===== config.mk =====
export PLATFORM = sky130hd
export DESIGN_NAME = pe_dma_mc_flat
export DESIGN_NICKNAME = d
export VERILOG_FILES = /design/src/rtl/pe_dma_pkg.sv /design/src/rtl/pe_dma_mc_if.sv /design/src/rtl/rr_arbiter.sv /design/src/rtl/pe_dma_mc.sv /design/src/flat_wrapper.sv
export SDC_FILE = /design/constraint.sdc
export NUM_CORES = 1
export LEC_CHECK = 0
export BUFFER_PORTS_ARGS = -buffer_cell sky130_fd_sc_hd__clkbuf_2
export CAP_MARGIN = 20
export CORE_ASPECT_RATIO = 2
export CORE_MARGIN = 4
export CORE_UTILIZATION = 54
export DETAILED_ROUTE_END_ITERATION = 7
export GPL_TIMING_DRIVEN = 0
export PLACE_DENSITY = 0.77
export SLEW_MARGIN = 15
export SYNTH_ARGS = -nofsm -noshare
export SYNTH_HDL_FRONTEND = slang
export SYNTH_SLANG_ARGS = --single-unit

===== constraint.sdc =====
create_clock -name clock -period 2.4 [get_ports clock]
set_clock_uncertainty 0.15 [all_clocks]
set_input_delay 0.12 -clock clock [delete_from_list [all_inputs] [get_ports clock]]
set_output_delay 0.12 -clock clock [all_outputs]
set_load 0.01 [all_outputs]

===== src/rtl/pe_dma_pkg.sv =====
// Shared definitions for the multi-channel transmit DMA.
// Contents:
//   dma_state_e - FSM states of the transfer engine.
//   flit_ratio  - number of flits carried by one memory word.
//   idx_w       - width of an index into n items, never less than 1.
// The descriptor struct is declared inside pe_dma_mc because its field
// widths follow that module's parameters.
package pe_dma_pkg;

    typedef enum logic [2:0] {
        IDLE,
        ARB,
        READ,
        WAIT,
        SEND,
        DONE
    } dma_state_e;

    function automatic int flit_ratio(input int bus_w, input int flit_w);
        return bus_w / flit_w;
    endfunction

    function automatic int idx_w(input int n);
        return (n > 1) ? $clog2(n) : 1;
    endfunction

endpackage


===== src/rtl/pe_dma_mc_if.sv =====
// Bundle of the DMA's configuration, status, memory-read and flit-link signals.
// Modports:
//   master - the DMA side. It drives cfg_err, ch_busy, ch_done, mem_rd_en,
//            mem_addr, flit_out and flit_valid.
//   slave  - the environment side (CPU, local memory, router). It drives
//            cfg_*, done_clr, mem_rdata and flit_ready.
interface pe_dma_mc_if
    import pe_dma_pkg::*;
#(
    parameter int MEMORY_BUS_WIDTH = 32,
    parameter int FLIT_WIDTH       = 16,
    parameter int NUM_CHANNELS     = 4,
    parameter int LEN_WIDTH        = 16
);
    localparam int CW = idx_w(NUM_CHANNELS);

    logic                        cfg_we;
    logic [CW-1:0]               cfg_chan;
    logic [MEMORY_BUS_WIDTH-1:0] cfg_addr;
    logic [LEN_WIDTH-1:0]        cfg_len;
    logic                        cfg_err;
    logic [NUM_CHANNELS-1:0]     ch_busy;
    logic [NUM_CHANNELS-1:0]     ch_done;
    logic [NUM_CHANNELS-1:0]     done_clr;
    logic                        mem_rd_en;
    logic [MEMORY_BUS_WIDTH-1:0] mem_addr;
    logic [MEMORY_BUS_WIDTH-1:0] mem_rdata;
    logic [FLIT_WIDTH-1:0]       flit_out;
    logic                        flit_valid;
    logic                        flit_ready;

    modport master (
        input  cfg_we, cfg_chan, cfg_addr, cfg_len, done_clr, mem_rdata, flit_ready,
        output cfg_err, ch_busy, ch_done, mem_rd_en, mem_addr, flit_out, flit_valid
    );

    modport slave (
        output cfg_we, cfg_chan, cfg_addr, cfg_len, done_clr, mem_rdata, flit_ready,
        input  cfg_err, ch_busy, ch_done, mem_rd_en, mem_addr, flit_out, flit_valid
    );

endinterface


===== src/rtl/rr_arbiter.sv =====
// Combinational round-robin arbiter.
// Ports:
//   req   in  NUM_CHANNELS  request vector (channels holding a descriptor)
//   ptr   in  idx_w(N)      highest-priority channel index
//   grant out NUM_CHANNELS  one-hot grant, all zero when req is zero
// The winner is the first requester at or after ptr, wrapping to channel 0.
module rr_arbiter
    import pe_dma_pkg::*;
#(
    parameter int NUM_CHANNELS = 4
) (
    input  logic [NUM_CHANNELS-1:0]         req,
    input  logic [idx_w(NUM_CHANNELS)-1:0]  ptr,
    output logic [NUM_CHANNELS-1:0]         grant
);
    localparam logic [NUM_CHANNELS-1:0] ONE = {{(NUM_CHANNELS-1){1'b0}}, 1'b1};

    logic [NUM_CHANNELS-1:0] mask;
    logic [NUM_CHANNELS-1:0] masked;

    always_comb begin
        mask = '0;
        for (int i = 0; i < NUM_CHANNELS; i++) begin
            mask[i] = (i >= int'(ptr));
        end
        masked = req & mask;
        // x & -x isolates the lowest set bit; fall back to the unmasked
        // vector when nothing sits at or above the pointer (wrap-around).
        if (masked != '0) begin
            grant = masked & (~masked + ONE);
        end else begin
            grant = req & (~req + ONE);
        end
    end

endmodule


===== src/rtl/pe_dma_mc.sv =====
// Multi-channel transmit DMA. The CPU queues one descriptor (start word
// address, length in flits) per channel; channels are served one packet at a
// time in round-robin order. Each memory word is split into RATIO flits,
// least-significant slice first, and sent on a valid/ready link.
// Ports:
//   clock - system clock
//   reset - asynchronous, active-low reset
//   bus   - pe_dma_mc_if.master: configuration, status, memory read port
//           and router flit link
module pe_dma_mc
    import pe_dma_pkg::*;
#(
    parameter int MEMORY_BUS_WIDTH = 32,
    parameter int FLIT_WIDTH       = 16,
    parameter int NUM_CHANNELS     = 4,
    parameter int LEN_WIDTH        = 16
) (
    input  logic        clock,
    input  logic        reset,
    pe_dma_mc_if.master bus
);
    localparam int RATIO = flit_ratio(MEMORY_BUS_WIDTH, FLIT_WIDTH);
    localparam int CW    = idx_w(NUM_CHANNELS);
    localparam int SW    = idx_w(RATIO);
    localparam logic [SW-1:0] SLICE_LAST = SW'(RATIO - 1);

    typedef struct packed {
        logic [MEMORY_BUS_WIDTH-1:0] addr;
        logic [LEN_WIDTH-1:0]        len;
    } desc_t;

    dma_state_e state, state_nx;

    desc_t desc [NUM_CHANNELS];

    logic [NUM_CHANNELS-1:0] ch_busy, ch_done, busy_nx, done_nx;
    logic [NUM_CHANNELS-1:0] cfg_sel, busy_set, busy_clr, done_set, desc_we;
    logic [NUM_CHANNELS-1:0] gnt_onehot, grant_oh;
    logic                    cfg_err, err_nx;
    logic [CW-1:0]           rr_ptr, grant_idx, gnt_idx;

    logic [MEMORY_BUS_WIDTH-1:0] cur_addr;
    logic [MEMORY_BUS_WIDTH-1:0] shreg;
    logic [LEN_WIDTH-1:0]        remaining;
    logic [SW-1:0]               slice;

    logic xfer, last_flit, word_end;

    rr_arbiter #(
        .NUM_CHANNELS (NUM_CHANNELS)
    ) u_arb (
        .req   (ch_busy),
        .ptr   (rr_ptr),
        .grant (gnt_onehot)
    );

    always_comb begin
        gnt_idx = '0;
        for (int i = 0; i < NUM_CHANNELS; i++) begin
            if (gnt_onehot[i]) gnt_idx = CW'(i);
        end
    end

    assign xfer      = (state == SEND) && bus.flit_ready;
    assign last_flit = (remaining == LEN_WIDTH'(1));
    assign word_end  = (slice == SLICE_LAST);

    // Descriptor bookkeeping. An out-of-range channel number decodes to no
    // channel and is rejected like a write to a busy channel. A completion
    // set always beats a done_clr in the same cycle.
    always_comb begin
        cfg_sel = '0;
        for (int i = 0; i < NUM_CHANNELS; i++) begin
            cfg_sel[i] = (bus.cfg_chan == CW'(i));
        end
        busy_set = '0;
        busy_clr = '0;
        done_set = '0;
        desc_we  = '0;
        err_nx   = 1'b0;
        if (bus.cfg_we) begin
            if ((cfg_sel & ch_busy) != '0 || cfg_sel == '0) begin
                err_nx = 1'b1;
            end else if (bus.cfg_len == '0) begin
                done_set = cfg_sel;
            end else begin
                busy_set = cfg_sel;
                desc_we  = cfg_sel;
            end
        end
        if (state == DONE) begin
            busy_clr = grant_oh;
            done_set = done_set | grant_oh;
        end
        busy_nx = (ch_busy & ~busy_clr) | busy_set;
        done_nx = (ch_done & ~bus.done_clr) | done_set;
    end

    always_comb begin
        state_nx = state;
        case (state)
            IDLE:    if (ch_busy != '0) state_nx = ARB;
            ARB:     state_nx = READ;
            READ:    state_nx = WAIT;
            WAIT:    state_nx = SEND;
            SEND: begin
                if (xfer) begin
                    if (last_flit)     state_nx = DONE;
                    else if (word_end) state_nx = READ;
                end
            end
            DONE:    state_nx = IDLE;
            default: state_nx = IDLE;
        endcase
    end

    always_ff @(posedge clock or negedge reset) begin
        if (!reset) begin
            state     <= IDLE;
            ch_busy   <= '0;
            ch_done   <= '0;
            cfg_err   <= 1'b0;
            rr_ptr    <= '0;
            grant_idx <= '0;
            grant_oh  <= '0;
            cur_addr  <= '0;
            remaining <= '0;
            slice     <= '0;
            shreg     <= '0;
            for (int i = 0; i < NUM_CHANNELS; i++) begin
                desc[i] <= '0;
            end
        end else begin
            state   <= state_nx;
            ch_busy <= busy_nx;
            ch_done <= done_nx;
            cfg_err <= err_nx;
            for (int i = 0; i < NUM_CHANNELS; i++) begin
                if (desc_we[i]) begin
                    desc[i].addr <= bus.cfg_addr;
                    desc[i].len  <= bus.cfg_len;
                end
            end
            case (state)
                ARB: begin
                    grant_idx <= gnt_idx;
                    grant_oh  <= gnt_onehot;
                    cur_addr  <= desc[gnt_idx].addr;
                    remaining <= desc[gnt_idx].len;
                end
                WAIT: begin
                    shreg <= bus.mem_rdata;
                    slice <= '0;
                end
                SEND: begin
                    // The low slice of shreg is always the flit on the link;
                    // shifting only on a transfer keeps it stable under stall.
                    if (xfer) begin
                        remaining <= remaining - 1'b1;
                        slice     <= slice + 1'b1;
                        shreg     <= shreg >> FLIT_WIDTH;
                        if (!last_flit && word_end) cur_addr <= cur_addr + 1'b1;
                    end
                end
                DONE: begin
                    rr_ptr <= (grant_idx == CW'(NUM_CHANNELS - 1)) ? '0 : grant_idx + 1'b1;
                end
                default: ;
            endcase
        end
    end

    assign bus.cfg_err    = cfg_err;
    assign bus.ch_busy    = ch_busy;
    assign bus.ch_done    = ch_done;
    assign bus.mem_rd_en  = (state == READ);
    assign bus.mem_addr   = cur_addr;
    assign bus.flit_valid = (state == SEND);
    assign bus.flit_out   = shreg[FLIT_WIDTH-1:0];

endmodule


===== src/flat_wrapper.sv =====
// flat-port wrapper written by rule: the top's interface ports become plain ports
module pe_dma_mc_flat import pe_dma_pkg::*;
#(
    parameter int MEMORY_BUS_WIDTH = 32,
    parameter int FLIT_WIDTH       = 16,
    parameter int NUM_CHANNELS     = 4,
    parameter int LEN_WIDTH        = 16
)
  (clock, reset, bus_cfg_we, bus_cfg_chan, bus_cfg_addr, bus_cfg_len, bus_done_clr, bus_mem_rdata, bus_flit_ready, bus_cfg_err, bus_ch_busy, bus_ch_done, bus_mem_rd_en, bus_mem_addr, bus_flit_out, bus_flit_valid);
  pe_dma_mc_if #(.MEMORY_BUS_WIDTH(MEMORY_BUS_WIDTH), .FLIT_WIDTH(FLIT_WIDTH), .NUM_CHANNELS(NUM_CHANNELS), .LEN_WIDTH(LEN_WIDTH)) bus_i ();
  input  logic clock;
  input  logic reset;
  input wire logic [$bits(bus_i.cfg_we)-1:0] bus_cfg_we;
  input wire logic [$bits(bus_i.cfg_chan)-1:0] bus_cfg_chan;
  input wire logic [$bits(bus_i.cfg_addr)-1:0] bus_cfg_addr;
  input wire logic [$bits(bus_i.cfg_len)-1:0] bus_cfg_len;
  input wire logic [$bits(bus_i.done_clr)-1:0] bus_done_clr;
  input wire logic [$bits(bus_i.mem_rdata)-1:0] bus_mem_rdata;
  input wire logic [$bits(bus_i.flit_ready)-1:0] bus_flit_ready;
  output wire logic [$bits(bus_i.cfg_err)-1:0] bus_cfg_err;
  output wire logic [$bits(bus_i.ch_busy)-1:0] bus_ch_busy;
  output wire logic [$bits(bus_i.ch_done)-1:0] bus_ch_done;
  output wire logic [$bits(bus_i.mem_rd_en)-1:0] bus_mem_rd_en;
  output wire logic [$bits(bus_i.mem_addr)-1:0] bus_mem_addr;
  output wire logic [$bits(bus_i.flit_out)-1:0] bus_flit_out;
  output wire logic [$bits(bus_i.flit_valid)-1:0] bus_flit_valid;
  assign bus_i.cfg_we = bus_cfg_we;
  assign bus_i.cfg_chan = bus_cfg_chan;
  assign bus_i.cfg_addr = bus_cfg_addr;
  assign bus_i.cfg_len = bus_cfg_len;
  assign bus_i.done_clr = bus_done_clr;
  assign bus_i.mem_rdata = bus_mem_rdata;
  assign bus_i.flit_ready = bus_flit_ready;
  assign bus_cfg_err = bus_i.cfg_err;
  assign bus_ch_busy = bus_i.ch_busy;
  assign bus_ch_done = bus_i.ch_done;
  assign bus_mem_rd_en = bus_i.mem_rd_en;
  assign bus_mem_addr = bus_i.mem_addr;
  assign bus_flit_out = bus_i.flit_out;
  assign bus_flit_valid = bus_i.flit_valid;
  pe_dma_mc #(.MEMORY_BUS_WIDTH(MEMORY_BUS_WIDTH), .FLIT_WIDTH(FLIT_WIDTH), .NUM_CHANNELS(NUM_CHANNELS), .LEN_WIDTH(LEN_WIDTH)) u_core (.clock(clock), .reset(reset), .bus(bus_i));
endmodule

==> run summary <==
Yosys top cell area share - 51.2%
Syn-to-layout area delta - 35.3%
Crit path buffers/inverters - 3
WL final - 55900 um
Worst Hold Class - primary input to register
Failing checks - design-rule violations, negative setup slack
RSZ-0062 raised after global routing - yes
Routed Antenna Nets - 0
GPL Wtd Cong - 0.976
Layout cell share with drive strength beyond 1 - 42.1%
Fillers - 1579
Clk_lat worst skew - 0.56 ns
Slew margin rel. - 29.2%
Core Region - 0.0262 mm^2
DPL Wire Length - 32000 um
CP peak stage delay - 0.60 ns
Vias/cell - 6.60
Critical path peak fanout - 10
Startpoint types - register
Synth warn - 0
Via count - 13200
DIE HEIGHT - 238 um
Initial core utilization - 54.7%
Post-synthesis async set-or-reset flop share - 100%
Run status - complete, but fails checks
Synth cell types - 69
Tcrit/Tclk final - 116%
Starting DRT DRC Count - 1552
Fin nets - 1727
H-tree levels - 1
Row count - 84
FMAX - 358 MHz
Crit end category - register
CTS tree - built
Share of power burned in registers - 32.0%
Slowest-stage cell, CP - a311oi_4
All-Layer GR Usage - 33.3%
Worst flop-to-flop path startpoint - u_core.bus.ch_busy[1]$_DFF_PN0_
Area of the mapped netlist - 0.0143 mm^2
Register clock-pin slew on the reported worst setup and hold paths - 0.07 ns
Switching share of power - 42.9%
Syn nets - 1378
Crit path DAT - 3.14 ns
PortBufs - 146
Pre-antenna DRT Iters - 8
Die Area - 0.0293 mm^2
Residual DRC - 1
GRT overflow - 0
Final Util - 74.0%
CTS sink count - 293
Antenna violations before repair - 1
Setup crit start - u_core.bus.ch_busy[1]$_DFF_PN0_
Max_cap viols - 0
Number of global-route vias before repair - 13100
Main synth FF type - dfrtp_1
Chip width - 123 um
Final Hold Viols - 0
NetSw - 12.5 mW
HP Start - bus_mem_rdata[26]
Crit path time final - 2.79 ns
Area contributors post-synth - dfrtp_1 (51%), mux2_2 (13%), nand2_1 (5.2%)
Largest net degree at the start of global routing - 98
Syn avg cell area - 11.1 um^2
Tightest Pin Transition - 1.06 ns
Crit-path leading delay family - compound AO/OA/AOI/OAI gates
Post-synth EDFFs - 0
CTS root buf - clkbuf_16
Setup WS post-layout - -0.391 ns
Crit Path Category - register to register
First-pass GRT wire length - 73500 um
Power per cell area - 1500 mW/mm^2
Clock network power share - 15.3%
Commonest non-fill, non-tap cell in the layout - dfrtp_1
TritonCTS Buffers - 26
Commonest non-fill, non-tap cells in the layout - dfrtp_1 (276), nand2_1 (177), mux2_2 (161), clkbuf_2 (153), dlygate4sd3_1 (90)
Mapped Cells - 1284
VDD IR max - 0.854 mV
Clock Path Buffers - 3
CP Cell Sequence - buf_4 -> a311o_2 -> nor2_4 -> buf_12 -> buf_6 -> nand2_1 -> a311oi_4 -> a211o_1
Critical path required time - 2.75 ns
Seq cells post-synth - 293
Post-synthesis sequential area ratio - 51.2%
Synth area leader - dfrtp_1
DP Worst Slack - -1.10 ns
Leakage - 8.96 nW
Wire length per cell - 28.0 um
Slew Limit Fails - 0
I/O pins - 149
P_int - 16.6 mW
Setup violators final - 188
Comb pwr share - 52.8%
[stage by stage]
stage	hold slack [ns]	cell area (um^2)	std cells	total power, mW	TNS (ns)
global route	0.194	19400	1997	29.8	-25.36
finish	0.169	19400	1997	29.0	-15.12
CTS	0.158	18200	1947	25.4	-2.50
global placement	0.177	15500	1774	19.0	-1509.16
floorplan	-0.326	14300	1284	15.3	0
detailed placement	-0.0954	15600	1778	19.4	-73.63
[power by group through the flow]
stage | logic [mW] | registers, mW | clock network [mW]
floorplan | 6.82 | 8.51 | 0
global placement | 10.2 | 8.75 | 0
detailed placement | 10.5 | 8.88 | 0
CTS | 12.1 | 8.91 | 4.40
global route | 15.8 | 9.40 | 4.59
finish | 15.3 | 9.27 | 4.43
[logic make-up after synthesis]
kind of cell | share of synthesized area [%]
DFF | 51.2
AOI/OAI and AO/OA | 11.0
muxes | 19.7
buffers and inverters | 4.07
adders and majority gates | 0.350
and+or+nand+nor | 13.6
[metal layers]
layer / track usage, % / routed length (um) / vias up
met2: 54.7 / 26800 / 1018
li1: - / - / 5357
met3: 5.22 / 5330 / 428
met1: 36.0 / 17200 / 6374
met5: 0 / 0 / -
met4: 30.8 / 6540 / 0
[path summary, 6_finish.rpt]
path	to	cells past startpoint	slack, ns
worst max register to register	u_core.bus.mem_addr[28]$_DFFE_PN0P_	8	-0.39
worst min register to register	u_core.grant_oh[3]$_DFFE_PN0P_	2	0.32
min in group asynchronous	u_core.shreg[4]$_DFFE_PN0P_	4	0.57
worst min-delay path	u_core.shreg[26]$_DFFE_PN0P_	4	0.17
max in group asynchronous	u_core.bus.mem_addr[9]$_DFFE_PN0P_	5	0.63
worst max-delay path	u_core.bus.mem_addr[28]$_DFFE_PN0P_	8	-0.39
[sequential cells by signal, indices dropped and copies added (netlist names)]
name / flops
u_core.grant_oh: 4
u_core.desc: 192
u_core.bus.ch_done: 4
u_core.state: 3
u_core.slice: 1
u_core.bus.cfg_err: 1
u_core.bus.mem_addr: 32
u_core.remaining: 16
u_core.grant_idx: 2
u_core.shreg: 32
u_core.rr_ptr: 2
u_core.bus.ch_busy: 4
[worst min-delay path, delay by kind of cell]
family | cells | cell delay (ns)
simple gates | 1 | 0.04
compound gates | 1 | 0.06
buf+inv | 2 | 0.62
[Yosys cell counts (all sizes together), types with 11 or more instances]
cell / instances
mux2: 199
nand4: 11
nor2: 27
buf: 60
nand3: 45
nand2: 199
a21oi: 31
a311o: 14
nor3b: 26
a211oi: 21
mux2i: 49
o21ai: 79
nor3: 13
inv: 13
dfrtp: 293
and3: 13
clkbuf: 45
nor4: 14
[final cells by class]
class | instances | area, um^2 | share of cell area, %
sequential | 293 | 7350 | 38.0
multi-input combinational | 873 | 7030 | 36.3
timing repair buffer | 327 | 2620 | 13.5
buffer | 99 | 991 | 5.12
clock buffer | 36 | 769 | 3.98
tap | 344 | 430 | 2.22
clock inverter | 11 | 108 | 0.556
inverter | 13 | 53.8 | 0.278
antenna | 1 | 2.50 | 0.0129
[what timing repair did]
action / in CTS / in global routing
resized for setup: 184 / 176
hold endpoints to repair: 331 / 0
setup buffers: 34 / 40
gates cloned: 1 / 12
hold buffers: 91 / 0
pin swaps: 19 / 55
setup endpoints to repair: 261 / 251
No activity file was read; power rests on OpenSTA's default activity.
